$ cat src/rtl/sig_key_sched_if.sv
// -----------------------------------------------------------------------------
// sig_key_sched_if
// Bundles the key-scanner inputs, the generator/display control outputs and
// the display refresh handshake of sig_key_sched.
//   keytrig   : key-valid level from the scanner (asynchronous to clk)
//   keycode   : 4-bit scanner code, stable while keytrig is high
//   upd_ack   : one-cycle acknowledge from the display writer
//   freq_sel  : clock-select index for the clk_k mux
//   sig_sel   : 1 = modulated sequence, 0 = plain sequence
//   gen_rst   : active-high reset to the sequence generator
//   gen_en    : output enable to the sequence generator
//   running   : high while the generator runs
//   upd_req   : display refresh request
//   key_cnt   : count of accepted key events (wraps)
//   last_key  : last accepted keycode
// master = sequencer side, slave = scanner/generator/display side.
// -----------------------------------------------------------------------------
interface sig_key_sched_if;
    logic       keytrig;
    logic [3:0] keycode;
    logic       upd_ack;
    logic [3:0] freq_sel;
    logic       sig_sel;
    logic       gen_rst;
    logic       gen_en;
    logic       running;
    logic       upd_req;
    logic [3:0] key_cnt;
    logic [3:0] last_key;

    modport master (
        input  keytrig, keycode, upd_ack,
        output freq_sel, sig_sel, gen_rst, gen_en, running, upd_req,
               key_cnt, last_key
    );

    modport slave (
        output keytrig, keycode, upd_ack,
        input  freq_sel, sig_sel, gen_rst, gen_en, running, upd_req,
               key_cnt, last_key
    );
endinterface

$ cat src/rtl/sig_key_sched.sv
// -----------------------------------------------------------------------------
// sig_key_sched
// Command sequencer between the 4x4 key scanner and the m-sequence signal
// path. Debounced key events drive start/stop/restart of the generator, a
// 0..FREQ_MAX clock-select index and the sequence-select bit; any visible
// change raises a display refresh request held until acknowledged.
// Ports:
//   clk    : system clock
//   areset : asynchronous active-high reset
//   bus    : sig_key_sched_if.master (key inputs, control outputs, handshake)
// -----------------------------------------------------------------------------
module sig_key_sched #(
    parameter int FREQ_MAX    = 9,
    parameter int FREQ_INIT   = 5,
    parameter int RST_CYC     = 4,
    parameter int SYNC_STAGES = 2
) (
    input  logic             clk,
    input  logic             areset,
    sig_key_sched_if.master  bus
);

    typedef enum logic [1:0] {
        ST_IDLE    = 2'd0,
        ST_RESTART = 2'd1,
        ST_RUN     = 2'd2,
        ST_STOP    = 2'd3
    } state_t;

    localparam int              CNT_W        = (RST_CYC > 1) ? $clog2(RST_CYC) : 1;
    localparam logic [CNT_W-1:0] LP_CNT_LAST = CNT_W'(RST_CYC - 1);
    localparam logic [CNT_W-1:0] LP_CNT_ZERO = CNT_W'(0);
    localparam logic [CNT_W-1:0] LP_CNT_ONE  = CNT_W'(1);
    localparam logic [3:0]      LP_FREQ_MAX  = 4'(FREQ_MAX);
    localparam logic [3:0]      LP_FREQ_INIT = 4'(FREQ_INIT);

    localparam logic [3:0] KEY_START  = 4'b0010;
    localparam logic [3:0] KEY_STOP   = 4'b0100;
    localparam logic [3:0] KEY_TOGGLE = 4'b0001;
    localparam logic [3:0] KEY_UP     = 4'b1100;
    localparam logic [3:0] KEY_DOWN   = 4'b1000;

    // UP wraps from the top index back to 0.
    function automatic logic [3:0] f_freq_up(input logic [3:0] f);
        f_freq_up = (f >= LP_FREQ_MAX) ? 4'd0 : f + 4'd1;
    endfunction

    // DOWN wraps from 0 to the top index.
    function automatic logic [3:0] f_freq_down(input logic [3:0] f);
        f_freq_down = (f == 4'd0) ? LP_FREQ_MAX : f - 4'd1;
    endfunction

    // Scanner code to digit: {is_digit, value}.
    function automatic logic [4:0] f_digit(input logic [3:0] code);
        case (code)
            4'b0011: f_digit = {1'b1, 4'd0};
            4'b0111: f_digit = {1'b1, 4'd1};
            4'b0110: f_digit = {1'b1, 4'd2};
            4'b0101: f_digit = {1'b1, 4'd3};
            4'b1011: f_digit = {1'b1, 4'd4};
            4'b1010: f_digit = {1'b1, 4'd5};
            4'b1001: f_digit = {1'b1, 4'd6};
            4'b1111: f_digit = {1'b1, 4'd7};
            4'b1110: f_digit = {1'b1, 4'd8};
            4'b1101: f_digit = {1'b1, 4'd9};
            default: f_digit = {1'b0, 4'd0};
        endcase
    endfunction

    logic [SYNC_STAGES-1:0] r_sync;
    logic                   r_trig_d;
    state_t                 r_state;
    logic [CNT_W-1:0]       r_cnt;
    logic [3:0]             r_freq;
    logic                   r_sig;
    logic                   r_gen_rst;
    logic                   r_gen_en;
    logic                   r_running;
    logic                   r_upd_req;
    logic [3:0]             r_key_cnt;
    logic [3:0]             r_last_key;

    logic             w_event;
    logic [4:0]       w_digit;
    logic             w_k_start;
    logic             w_k_stop;
    logic             w_k_toggle;
    logic             w_k_up;
    logic             w_k_down;
    logic             w_k_digit;
    logic             w_freq_req;
    logic [3:0]       w_freq_val;
    state_t           w_state_nxt;
    logic [CNT_W-1:0] w_cnt_nxt;
    logic [3:0]       w_freq_nxt;
    logic             w_sig_nxt;
    logic             w_change;

    // One event per keytrig high period: rising edge after synchronisation.
    assign w_event    = r_sync[SYNC_STAGES-1] & ~r_trig_d;
    assign w_digit    = f_digit(bus.keycode);
    assign w_k_start  = w_event & (bus.keycode == KEY_START);
    assign w_k_stop   = w_event & (bus.keycode == KEY_STOP);
    assign w_k_toggle = w_event & (bus.keycode == KEY_TOGGLE);
    assign w_k_up     = w_event & (bus.keycode == KEY_UP);
    assign w_k_down   = w_event & (bus.keycode == KEY_DOWN);
    // Out-of-range digits are dropped here so they never touch the index.
    assign w_k_digit  = w_event & w_digit[4] & (w_digit[3:0] <= LP_FREQ_MAX);

    // Requested new index from UP/DOWN/digit; a digit equal to the current
    // index is not a change and therefore causes no restart.
    always_comb begin
        w_freq_req = 1'b0;
        w_freq_val = r_freq;
        if (w_k_up) begin
            w_freq_req = 1'b1;
            w_freq_val = f_freq_up(r_freq);
        end else if (w_k_down) begin
            w_freq_req = 1'b1;
            w_freq_val = f_freq_down(r_freq);
        end else if (w_k_digit && (w_digit[3:0] != r_freq)) begin
            w_freq_req = 1'b1;
            w_freq_val = w_digit[3:0];
        end else begin
            w_freq_req = 1'b0;
            w_freq_val = r_freq;
        end
    end

    // Next-state, restart counter, index and sequence-select decisions.
    always_comb begin
        w_state_nxt = r_state;
        w_cnt_nxt   = r_cnt;
        w_freq_nxt  = r_freq;
        w_sig_nxt   = w_k_toggle ? ~r_sig : r_sig;
        case (r_state)
            ST_IDLE: begin
                if (w_k_start) begin
                    w_freq_nxt  = LP_FREQ_INIT;
                    w_state_nxt = ST_RESTART;
                    w_cnt_nxt   = LP_CNT_ZERO;
                end else begin
                    w_state_nxt = ST_IDLE;
                end
            end
            ST_RESTART: begin
                if (w_k_stop) begin
                    w_state_nxt = ST_STOP;
                end else if (w_k_start) begin
                    w_freq_nxt = LP_FREQ_INIT;
                    w_cnt_nxt  = LP_CNT_ZERO;
                end else if (w_freq_req) begin
                    // New clock while resetting: hold reset a full period again.
                    w_freq_nxt = w_freq_val;
                    w_cnt_nxt  = LP_CNT_ZERO;
                end else if (r_cnt == LP_CNT_LAST) begin
                    w_state_nxt = ST_RUN;
                    w_cnt_nxt   = LP_CNT_ZERO;
                end else begin
                    w_cnt_nxt = r_cnt + LP_CNT_ONE;
                end
            end
            ST_RUN: begin
                if (w_k_stop) begin
                    w_state_nxt = ST_STOP;
                end else if (w_k_start) begin
                    w_freq_nxt  = LP_FREQ_INIT;
                    w_state_nxt = ST_RESTART;
                    w_cnt_nxt   = LP_CNT_ZERO;
                end else if (w_freq_req) begin
                    // Re-seed the generator on the new clock.
                    w_freq_nxt  = w_freq_val;
                    w_state_nxt = ST_RESTART;
                    w_cnt_nxt   = LP_CNT_ZERO;
                end else begin
                    w_state_nxt = ST_RUN;
                end
            end
            ST_STOP: begin
                if (w_k_start) begin
                    // Resume at the held index.
                    w_state_nxt = ST_RESTART;
                    w_cnt_nxt   = LP_CNT_ZERO;
                end else begin
                    w_state_nxt = ST_STOP;
                end
            end
            default: begin
                w_state_nxt = ST_IDLE;
                w_cnt_nxt   = LP_CNT_ZERO;
                w_freq_nxt  = LP_FREQ_INIT;
            end
        endcase
    end

    assign w_change = (w_state_nxt != r_state) | (w_freq_nxt != r_freq) |
                      (w_sig_nxt != r_sig);

    // keytrig synchroniser and edge-detect history.
    always_ff @(posedge clk or posedge areset) begin
        if (areset) begin
            r_sync   <= '0;
            r_trig_d <= 1'b0;
        end else begin
            r_sync   <= {r_sync[SYNC_STAGES-2:0], bus.keytrig};
            r_trig_d <= r_sync[SYNC_STAGES-1];
        end
    end

    // FSM state, restart counter and registered control outputs.
    always_ff @(posedge clk or posedge areset) begin
        if (areset) begin
            r_state   <= ST_IDLE;
            r_cnt     <= LP_CNT_ZERO;
            r_freq    <= LP_FREQ_INIT;
            r_sig     <= 1'b0;
            r_gen_rst <= 1'b1;
            r_gen_en  <= 1'b0;
            r_running <= 1'b0;
        end else begin
            r_state   <= w_state_nxt;
            r_cnt     <= w_cnt_nxt;
            r_freq    <= w_freq_nxt;
            r_sig     <= w_sig_nxt;
            r_gen_rst <= (w_state_nxt != ST_RUN);
            r_gen_en  <= (w_state_nxt == ST_RUN);
            r_running <= (w_state_nxt == ST_RUN);
        end
    end

    // Display request: a new change wins over a same-cycle acknowledge.
    always_ff @(posedge clk or posedge areset) begin
        if (areset) begin
            r_upd_req <= 1'b0;
        end else if (w_change) begin
            r_upd_req <= 1'b1;
        end else if (bus.upd_ack) begin
            r_upd_req <= 1'b0;
        end else begin
            r_upd_req <= r_upd_req;
        end
    end

    // Key event bookkeeping.
    always_ff @(posedge clk or posedge areset) begin
        if (areset) begin
            r_key_cnt  <= 4'd0;
            r_last_key <= 4'd0;
        end else if (w_event) begin
            r_key_cnt  <= r_key_cnt + 4'd1;
            r_last_key <= bus.keycode;
        end else begin
            r_key_cnt  <= r_key_cnt;
            r_last_key <= r_last_key;
        end
    end

    assign bus.freq_sel = r_freq;
    assign bus.sig_sel  = r_sig;
    assign bus.gen_rst  = r_gen_rst;
    assign bus.gen_en   = r_gen_en;
    assign bus.running  = r_running;
    assign bus.upd_req  = r_upd_req;
    assign bus.key_cnt  = r_key_cnt;
    assign bus.last_key = r_last_key;

endmodule

$ cat src/flat_wrapper.sv
// flat-port wrapper written by rule: the top's interface ports become plain ports
module sig_key_sched_flat 
#(
    parameter int FREQ_MAX    = 9,
    parameter int FREQ_INIT   = 5,
    parameter int RST_CYC     = 4,
    parameter int SYNC_STAGES = 2
)
  (clk, areset, bus_keytrig, bus_keycode, bus_upd_ack, bus_freq_sel, bus_sig_sel, bus_gen_rst, bus_gen_en, bus_running, bus_upd_req, bus_key_cnt, bus_last_key);
  sig_key_sched_if bus_i ();
  input  logic clk;
  input  logic areset;
  input wire logic [$bits(bus_i.keytrig)-1:0] bus_keytrig;
  input wire logic [$bits(bus_i.keycode)-1:0] bus_keycode;
  input wire logic [$bits(bus_i.upd_ack)-1:0] bus_upd_ack;
  output wire logic [$bits(bus_i.freq_sel)-1:0] bus_freq_sel;
  output wire logic [$bits(bus_i.sig_sel)-1:0] bus_sig_sel;
  output wire logic [$bits(bus_i.gen_rst)-1:0] bus_gen_rst;
  output wire logic [$bits(bus_i.gen_en)-1:0] bus_gen_en;
  output wire logic [$bits(bus_i.running)-1:0] bus_running;
  output wire logic [$bits(bus_i.upd_req)-1:0] bus_upd_req;
  output wire logic [$bits(bus_i.key_cnt)-1:0] bus_key_cnt;
  output wire logic [$bits(bus_i.last_key)-1:0] bus_last_key;
  assign bus_i.keytrig = bus_keytrig;
  assign bus_i.keycode = bus_keycode;
  assign bus_i.upd_ack = bus_upd_ack;
  assign bus_freq_sel = bus_i.freq_sel;
  assign bus_sig_sel = bus_i.sig_sel;
  assign bus_gen_rst = bus_i.gen_rst;
  assign bus_gen_en = bus_i.gen_en;
  assign bus_running = bus_i.running;
  assign bus_upd_req = bus_i.upd_req;
  assign bus_key_cnt = bus_i.key_cnt;
  assign bus_last_key = bus_i.last_key;
  sig_key_sched #(.FREQ_MAX(FREQ_MAX), .FREQ_INIT(FREQ_INIT), .RST_CYC(RST_CYC), .SYNC_STAGES(SYNC_STAGES)) u_core (.clk(clk), .areset(areset), .bus(bus_i));
endmodule
$ cat config.mk
export PLATFORM = sky130hd
export DESIGN_NAME = sig_key_sched_flat
export DESIGN_NICKNAME = d
export VERILOG_FILES = /design/src/rtl/sig_key_sched_if.sv /design/src/rtl/sig_key_sched.sv /design/src/flat_wrapper.sv
export SDC_FILE = /design/constraint.sdc
export NUM_CORES = 1
export LEC_CHECK = 0
export BUFFER_PORTS_ARGS = -buffer_cell sky130_fd_sc_hd__buf_2
export CORE_UTILIZATION = 40
export DETAILED_ROUTE_END_ITERATION = 6
export RECOVER_POWER = 50
export SLEW_MARGIN = 20
export SYNTH_ARGS = -nofsm -noshare
export SYNTH_HDL_FRONTEND = slang
export SYNTH_SLANG_ARGS = --single-unit
$ cat constraint.sdc
create_clock -name clk -period 4.5 [get_ports clk]
set_clock_uncertainty 0.2 [all_clocks]
set_input_delay 0.9 -clock clk [delete_from_list [all_inputs] [get_ports clk]]
set_output_delay 0.9 -clock clk [all_outputs]
set_load 0.01 [all_outputs]
; Word-level counts from Yosys, hierarchy flattened
; Memory sizes are Yosys's and may differ from the RTL's.
; Index checks and enable logic that the tools add are counted.
; W data, S select, Z words.
[op_classes]
add_sub_neg = 4
multipliers = 0
div_mod_pow = 0
order_cmp = 2
eq_ne = 19
shifts = 0
mux = 35
bitwise_logic = 12
reduce_logical = 7
[ops]
columns = op, n
row1 = $mux W4, 9
row2 = $mux W2, 16
row3 = $add A4 B1 Y4 const B, 2
row4 = $and A1 B1 Y1, 8
row5 = $eq A2 B2 Y1 const B, 4
row6 = $eq A4 B4 Y1 const B, 2
row7 = $ne A4 B4 Y1, 2
row8 = $pmux W2 S4, 1
row9 = $pmux W4 S2, 1
row10 = $mux W1, 7
row11 = $ne A2 B2 Y1 const B, 3
row12 = $pmux W2 S3, 1
row13 = $eq A4 B1 Y1 const B, 1
row14 = $eq A4 B2 Y1 const B, 1
row15 = $eq A4 B3 Y1 const B, 1
row16 = $ge A4 B4 Y1 const B, 1
row17 = $le A4 B4 Y1 const B, 1
row18 = $logic_not A4 Y1, 1
row19 = $reduce_and A4 Y1, 1
row20 = $reduce_or A2 Y1, 2
row21 = $sub A4 B1 Y4 const B, 1
row22 = $ne A3 B1 Y1 const B, 1
row23 = $add A2 B1 Y2 const B, 1
row24 = $eq A2 B1 Y1 const B, 1
row25 = 8 further kinds, 10
[word_totals]
regBits = 23
latchBits = 0
mem_bits_rw = 0
rom_bits = 80
word_cells = 91
n_memories = 1
[memory_table]
columns = name, words, width, read_ports, rd_ports_with_merged_regs, write_ports, line
row1 = (name not given), 16, 5, 1, 0, 0, sig_key_sched.sv:55  ; case (code)

; Longest topological paths before layout
; Gate-level depths: netlist of the first run.
[logic_depth]
depth_word = 16
ltp_mapped = 11
ltp_nobuf = 10

; Worst setup path before layout of the first run
; No wires, ideal clock.
[synth_path]
kind = input port to flip-flop
from = input port bus_keycode[0]
to = register u_core.r_upd_req (netlist: u_core.bus.upd_req)
t_arrival_ns = 3.089
t_required_ns = 4.169
setup_slack_ns = 1.080
path_stages = 11
cell_sequence = inv_1 -> ha_1 -> and3b_1 -> o21a_1 -> o22a_1 -> and4_4 -> or3_1 -> buf_2 -> a221oi_2 -> nand4_1 -> or3_1
[synth_via]
elab_chain_cells = 15
word_cells_on_any_way = 44
[synth_rtl]
columns = item, line
row1 = "start, declared", flat_wrapper.sv:14  ; input wire logic [$bits(bus_i.keycode)-1:0] bus_keycode;
row2 = $mem_v2 Z16 W5, -
row3 = $le A4 B4 Y1 / $and A1 B1 Y1 (equally long branches), sig_key_sched.sv:108  ; assign w_k_digit = w_event & w_digit[4] & (w_digit[3:0] <= LP_FREQ_MAX);
row4 = $and A1 B1 Y1, sig_key_sched.sv:108
row5 = $logic_and A1 B1 Y1, sig_key_sched.sv:121  ; end else if (w_k_digit && (w_digit[3:0] != r_freq)) begin
row6 = $mux W4 / $mux W1 (equally long branches), sig_key_sched.sv:121
row7 = $mux W4 / $mux W1 (equally long branches), sig_key_sched.sv:118  ; end else if (w_k_down) begin
row8 = $mux W4 / $mux W1 (equally long branches), sig_key_sched.sv:115  ; if (w_k_up) begin
row9 = $mux W4 (tied with other cells), "sig_key_sched.sv:152, sig_key_sched.sv:170"
row10 = $mux W4 (tied with other cells), sig_key_sched.sv:149  ; end else if (w_k_start) begin
row11 = $mux W4 (tied with other cells), sig_key_sched.sv:164  ; if (w_k_stop) begin
row12 = $pmux W4 S2 / $pmux W2 S4 (equally long branches), sig_key_sched.sv:136  ; case (r_state)
row13 = $ne A4 B4 Y1 / $ne A2 B2 Y1 (equally long branches), sig_key_sched.sv:196  ; assign w_change = (w_state_nxt != r_state) | (w_freq_nxt != r_freq) |
row14 = $or A1 B1 Y1, sig_key_sched.sv:196
row15 = $or A1 B1 Y1 (*), sig_key_sched.sv:196
row16 = $mux W1 / $reduce_bool A2 Y1 (equally long branches), -
row17 = "end signal, assigned", sig_key_sched.sv:240  ; r_upd_req <= r_upd_req;
row18 = "end, declared", sig_key_sched.sv:79  ; logic r_upd_req;
; Every way passes the cells marked *; elsewhere a longest branch is shown, timed or not.
; A chain may end at the register's enable or synchronous reset.

; Worst setup path in the final report of the first run
[layout_path]
from = input port bus_keycode[2]
to = register u_core.r_upd_req (netlist: u_core.bus.upd_req)
; The elaborated chain is that of the path after synthesis.

==> metrics.md, run 1 <==
| Metric | Value |
|---|---|
| Status | `finished clean` |
| Vias/cell | `5.666` |
| Ports | `25` |
| Die X-Extent | `73.10 um` |
| Hold path start | `u_core.r_sync[0]$_DFF_PP0_` |
| Total GRT Usage | `0.1893` |
| Chip height | `73.10 um` |
| Power density cells | `362.1 mW/mm^2` |
| Synth Register Bits | `23` |
| Leakage | `1.020 nW` |
| Final WL | `4.822 mm` |
| Sequential area share after synthesis | `0.2865` |
| Vias in the first global route | `1680` |
| Nets | `284` |
| Worst flop-to-flop path startpoint | `u_core.r_trig_d$_DFF_PP0_` |
| F_max | `263.1 MHz` |
| DRT Pass-1 Iters | `4` |
| Largest net degree at the start of global routing | `26` |
| CTS tree | `yes` |
| Max-Cap Viols | `0` |
| Vias | `1847` |
| CP arrival | `3.75 ns` |
| Post-CTS Resized | `0` |
| Fraction of layout instances using a drive strength above 1 | `0.1429` |
| Starting DRT DRC Count | `99` |
| Synth unique cells | `65` |
| Gpl congestion | `0.8836` |
| Hold Fails Final Rpt | `0` |
| Top_reg_cell synth | `dfrtp_1` |
| Htree depth | `1` |
| CTS root buffer | `clkbuf_8` |
| Post-synthesis instance area | `0.002022 mm^2` |
| DR WL/cell | `14.79 um` |
| Worst-path clk slew | `0.09 ns` |
| EDFF count, synth | `0` |
| Hpwl dp | `3.477 mm` |
| CTS Buf Count | `3` |
| Final Non-Filler Cells | `326` |
| Cts-stage hold buffer count | `0` |
| Tmin final | `3.801 ns` |
| First-pass GRT wire length | `7.921 mm` |
| Worst hold margin | `0.1576 ns` |
| Relative slew margins | `0.3600` |
| Clk_lat worst skew | `0.27 ns` |
| Final period util | `0.8447` |
| DIE AREA | `0.005343 mm^2` |
| Worst Max-Slew Pin Slew | `0.9600 ns` |
| Final setup margin | `0.6989 ns` |
| Max Slew Vio Count | `0` |
| CP Launch Type | `primary input` |
| Clk buf depth | `2` |
| CTS Sinks | `23` |
| # rows | `25` |
| Post-Syn Nets | `267` |
| Post-Syn Instances | `243` |
| CP Capture Type | `flip-flop` |
| Pre-CTS WS | `0.7124 ns` |
| Ant diodes | `0` |
| Routed Antenna Nets | `0` |
| Area growth syn-to-layout | `9.468%` |
| I/O Buffers | `24` |
| Syn Area/Cell | `8.321 um^2` |
| Final setup vio count | `0` |
| Setup TNS | `0 ns` |
| RSZ-0062 raised after global routing | `no` |
| CP required | `4.45 ns` |
| Crit-path max FO | `25` |
| DRC viols | `0` |
| CP Class | `in -> reg` |
| Ys async rst share | `1.000` |
| Hold Crit Class | `reg -> reg` |
| Initial antenna violation count | `0` |
| Dpl cells | `322` |
| Initial Util | `0.4225` |
| Peak VDD IR | `0.2063 mV` |
| Total grt overflow | `0` |
| Total core area | `0.004786 mm^2` |
| Synth Warn # | `0` |
| Origin of the worst setup path | `bus_keycode[2]` |
| Post-CTS setup buffers | `0` |
sequential cells by signal, indices dropped and copies added (netlist names):
register and flops:
u_core.bus.upd_req 1, u_core.r_sync 2, u_core.bus.last_key 4, u_core.r_trig_d 1, u_core.bus.key_cnt 4, u_core.r_cnt 2
u_core.r_state 2, u_core.bus.sig_sel 1, u_core.bus.freq_sel 4, u_core.bus.gen_en 1, u_core.bus.gen_rst 1
layer usage:
| layer | part of all wire | track usage | vias up |
|---|---|---|---|
| li1 | - | - | 932 |
| met1 | 0.51 | 0.2632 | 868 |
| met2 | 0.45 | 0.3169 | 43 |
| met3 | 0.033 | 0.02486 | 4 |
| met4 | 0.0079 | 0.03050 | 0 |
| met5 | 0 | 0 | - |
cell usage after synthesis (3+ instances only):
library cell,instances,area share
nor3_1,6,0.015
o21ai_0,15,0.037
and3b_1,3,0.013
nand2_1,27,0.050
a22oi_1,4,0.015
mux2i_1,3,0.015
a211oi_1,5,0.019
nor2_1,17,0.032
nand2b_1,6,0.019
mux2_2,3,0.017
dfstp_2,3,0.039
ha_1,16,0.099
o21a_1,5,0.019
inv_1,15,0.028
xnor2_1,5,0.022
a21oi_1,8,0.020
dfrtp_1,20,0.25
nand3_1,6,0.015
clkbuf_1,9,0.017
and3_1,4,0.012
nand4_1,5,0.015
cell usage in the layout, fill, tap and decap left out, drive strengths merged, types with 6 or more instances in the layout:
cell type / instances
clkbuf: 7
inv: 15
o21ai: 17
ha: 16
dfrtp: 20
a21oi: 9
nand3: 6
buf: 22
nand2: 27
nor3: 6
nor2: 17
nand2b: 6
per-stage QoR:
| step | power (mW) | util | cell area [um^2] |
|---|---|---|---|
| after global routing | 0.8725 | 0.4625 | 2213 |
| after floorplan | 0.5700 | - | 2022 |
| after CTS | 0.8088 | 0.4635 | 2218 |
| after detailed placement | 0.6710 | 0.4539 | 2172 |
| after global placement | 0.6717 | 0.4539 | 2172 |
| final | 0.8016 | 0.4625 | 2213 |
layout make-up:
cell class | instances | area [um^2]
multi-input combinational | 191 | 1318
inverter | 15 | 56.30
fill | 505 | 2572
sequential | 23 | 579.3
tap | 67 | 83.83
clock inverter | 1 | 5.005
timing repair buffer | 26 | 130.1
clock buffer | 3 | 41.29
report_power, final:
group / switching, mW / total, mW / internal [mW]
Clock: 0.0689 / 0.131 / 0.0618
Sequential: 0.0730 / 0.336 / 0.263
Combinational: 0.187 / 0.335 / 0.148
path summary, 6_finish.rpt:
check                                            endpoint  slack (ns)  depth (start not counted)
max                        u_core.bus.upd_req$_DFFE_PP0P_        0.70                          9
min in group asynchronous     u_core.bus.gen_en$_DFF_PP0_        0.62                          2
min reg2reg                    u_core.r_sync[1]$_DFF_PP0_        0.16                          0
max in group asynchronous       u_core.r_trig_d$_DFF_PP0_        2.92                          2
min                            u_core.r_sync[1]$_DFF_PP0_        0.16                          0
max reg2reg                u_core.bus.upd_req$_DFFE_PP0P_        1.32                          8
cell families after synthesis:
logic type,synth area share
AO/OA/AOI/OAI,0.2543
multiplexers,0.03156
buffers and inverters,0.06187
AND/OR/NAND/NOR,0.2407
flip-flops,0.2865
adder cells (fa/ha/maj),0.09901
XOR/XNOR,0.02599
critical path: stages:
cell	delay, ns
clkbuf_1	0.70
mux2_2	0.43
a21oi_2	0.15
xnor2_1	0.11
and4_4	0.21
or3_1	0.48
a221oi_2	0.28
nand4_1	0.12
or3_1	0.37
(Power assumes the default switching activity.)
==> inputs of run 2 (changes only) <==
- clock period: 4.5 -> 3.6 ns (I/O delays scaled with it)
==> metrics.md, run 2 (same netlist as run 1, synthesis figures left out) <==
| Metric | Value |
|---|---|
| CTS Sinks | `23 (unchanged)` |
| Total grt overflow | `0 (unchanged)` |
| Vias | `1900 (+2.9%)` |
| Largest net degree at the start of global routing | `24 (-7.7%)` |
| Routed Antenna Nets | `0 (unchanged)` |
| Initial Util | `0.4225 (unchanged)` |
| Status | `finished clean` |
| Util after Layout | `0.4716 (+0.009150)` |
| DIE AREA | `0.005343 mm^2 (unchanged)` |
| Htree depth | `1 (unchanged)` |
| Dpl cells | `327 (+1.6%)` |
| Commonest cells after routing, fill and taps aside | `nand2_1, buf_2, dfrtp_1, nor2_1, ha_1` |
| Clock network power share | `0.160 (-0.003)` |
| DR WL/cell | `14.82 um (+0.21%)` |
| Initial antenna violation count | `0 (unchanged)` |
| Sw Pwr | `412.4 uW (+25%)` |
| CP Class | `in -> reg` |
| Peak VDD IR | `0.3107 mV (+51%)` |
| CP Capture Type | `flip-flop` |
| Ports | `25 (unchanged)` |
| CTS tree | `yes` |
| Chip height | `73.10 um (unchanged)` |
| Seq pwr share | `0.417 (-0.002)` |
| # rows | `25 (unchanged)` |
| Relative slew margins | `0.4064 (+0.04637)` |
| Final Non-Filler Cells | `331 (+1.5%)` |
| Commonest non-fill, non-tap cell in the layout | `nand2_1` |
| Crit path largest cell delay | `0.53 ns (-0.17 ns)` |
| Hold Fails Final Rpt | `0 (unchanged)` |
| Slowest CP cell | `a2111oi_2` |
| Fraction of layout instances using a drive strength above 1 | `0.1742 (+0.03139)` |
| Total core area | `0.004786 mm^2 (unchanged)` |
| Logic pwr share | `0.423 (+0.005)` |
| CTS root buffer | `clkbuf_8` |
| CP Launch Type | `primary input` |
| First-pass GRT wire length | `8.211 mm (+3.7%)` |
| Crit-path cells | `buf_2 -> inv_1 -> ha_1 -> o21ai_1 -> o311a_1 -> nand2b_1 -> a2111oi_2 -> o211ai_1 -> a22oi_1 -> o2bb2ai_1 -> or3_1` |
| Starting DRT DRC Count | `123 (+24%)` |
| Nets | `289 (+1.8%)` |
| Final period util | `0.9118` |
| I/O Buffers | `24 (unchanged)` |
| CP required | `3.55 ns (-0.90 ns)` |
| CTS Buf Count | `3 (unchanged)` |
| Hpwl dp | `3.604 mm (+3.6%)` |
| Vias in the first global route | `1739 (+3.5%)` |
| Clk_lat worst skew | `0.27 ns (about the same)` |
| Max Slew Vio Count | `0 (unchanged)` |
| CP arrival | `3.24 ns (-0.51 ns)` |
| Area growth syn-to-layout | `11.63%` |
| Fill cell count | `482 (-4.6%)` |
| Final setup vio count | `0 (unchanged)` |
| Power density cells | `446.7 mW/mm^2 (+23%)` |
| F_max | `304.6 MHz` |
| Die X-Extent | `73.10 um (unchanged)` |
| Vias/cell | `5.740 (+1.3%)` |
| Total GRT Usage | `0.1967 (+0.007345)` |
| Gpl congestion | `0.9166 (+3.7%)` |
| Ant diodes | `0 (unchanged)` |
| Crit-path max FO | `6 (-76%)` |
| Sw Share | `0.4090 (-0.001141)` |
| Worst-path clk slew | `0.09 ns (about the same)` |
| Max-Cap Viols | `0 (unchanged)` |
| DRT Pass-1 Iters | `4 (unchanged)` |
| Cts-stage hold buffer count | `0 (unchanged)` |
| RSZ-0062 raised after global routing | `no` |
| DRC viols | `0 (unchanged)` |
| Worst Max-Slew Pin Slew | `0.8894 ns (-0.07053 ns)` |
| Internal Power | `596.0 uW (+26%)` |
| Clk buf depth | `2 (unchanged)` |
| Leakage | `1.051 nW (+3.0%)` |
| Hold Crit Class | `reg -> reg` |
| Tmin final | `3.283 ns` |
| Final WL | `4.906 mm (+1.7%)` |
==> run 2: cell count changes in the layout (fill, tap and decap cells not counted), sizes merged <==
| cell | before | now |
|---|---|---|
| buf | 22 | 30 |
| clkbuf | 7 | 4 |
==> run 2: power by group through the flow <==
stage | registers [mW] | clock network [mW] | logic [mW]
2_1_floorplan | 0.406 | 0 | 0.306
3_5_place_dp | 0.423 | 0 | 0.422
5_1_grt | 0.433 | 0.176 | 0.483
6_report | 0.421 | 0.161 | 0.426
3_3_place_gp | 0.422 | 0 | 0.418
4_1_cts | 0.419 | 0.168 | 0.423
==> run 2: metal layers <==
| layer | global-route usage | vias up | routed length [um] |
|---|---|---|---|
| li1 | - | 936 | - |
| met1 | 0.2800 | 917 | 2492 |
| met2 | 0.3117 | 41 | 2184 |
| met3 | 0.02901 | 6 | 159 |
| met4 | 0.04793 | 0 | 69 |
| met5 | 0 | - | 0 |
==> run 2: through the flow <==
step           TNS [ns]  power (mW)  area, um^2  worst slack (ns)  hold WS, ns
2_1_floorplan         0      0.7125        2022            0.3601       0.1312
3_3_place_gp   -0.02527      0.8401        2210          -0.02527       0.1444
3_5_place_dp   -0.08608      0.8448        2210          -0.08608       0.1395
4_1_cts               0       1.010        2256            0.2144       0.1676
5_1_grt               0       1.092        2257            0.1623       0.1749
6_report              0       1.008        2257            0.3175       0.1595
==> run 2: path summary, 6_finish.rpt <==
| path | from | end | slack [ns] | cells past startpoint |
|---|---|---|---|---|
| min in group asynchronous | areset | u_core.bus.gen_en$_DFF_PP0_ | 0.43 | 2 |
| worst max register to register | u_core.bus.freq_sel[0]$_DFF_PP1_ | u_core.bus.upd_req$_DFFE_PP0P_ | 0.52 | 10 |
| worst max-delay path | bus_keycode[0] | u_core.bus.upd_req$_DFFE_PP0P_ | 0.32 | 11 |
| worst min register to register | u_core.r_sync[0]$_DFF_PP0_ | u_core.r_sync[1]$_DFF_PP0_ | 0.16 | 0 |
| worst min-delay path | u_core.r_sync[0]$_DFF_PP0_ | u_core.r_sync[1]$_DFF_PP0_ | 0.16 | 0 |
| max in group asynchronous | areset | u_core.r_sync[0]$_DFF_PP0_ | 2.22 | 2 |
==> run 2: final cells by class <==
| cell class | count | area (um^2) | area share |
|---|---|---|---|
| inverters | 15 | 56.30 | 0.02494 |
| well taps | 67 | 83.83 | 0.03714 |
| multi-input cells | 191 | 1323 | 0.5859 |
| repair buffers | 31 | 168.9 | 0.07483 |
| flip-flops and latches | 23 | 579.3 | 0.2567 |
| clock buffers | 3 | 41.29 | 0.01829 |
| clock inverters | 1 | 5.005 | 0.002217 |
==> run 2: what timing repair did <==
item | in CTS | in global routing
endpoints found under the setup margin | 0 | 1
setup buffers | 0 | 0
gates resized for setup | 0 | 1
==> run 2: worst max-delay path: cells and delay by family <==
kind	cells	cell delay, ns
fa+ha+maj	1	0.25
buf+inv	2	0.20
simple gates	2	0.53
compound gates	6	1.54
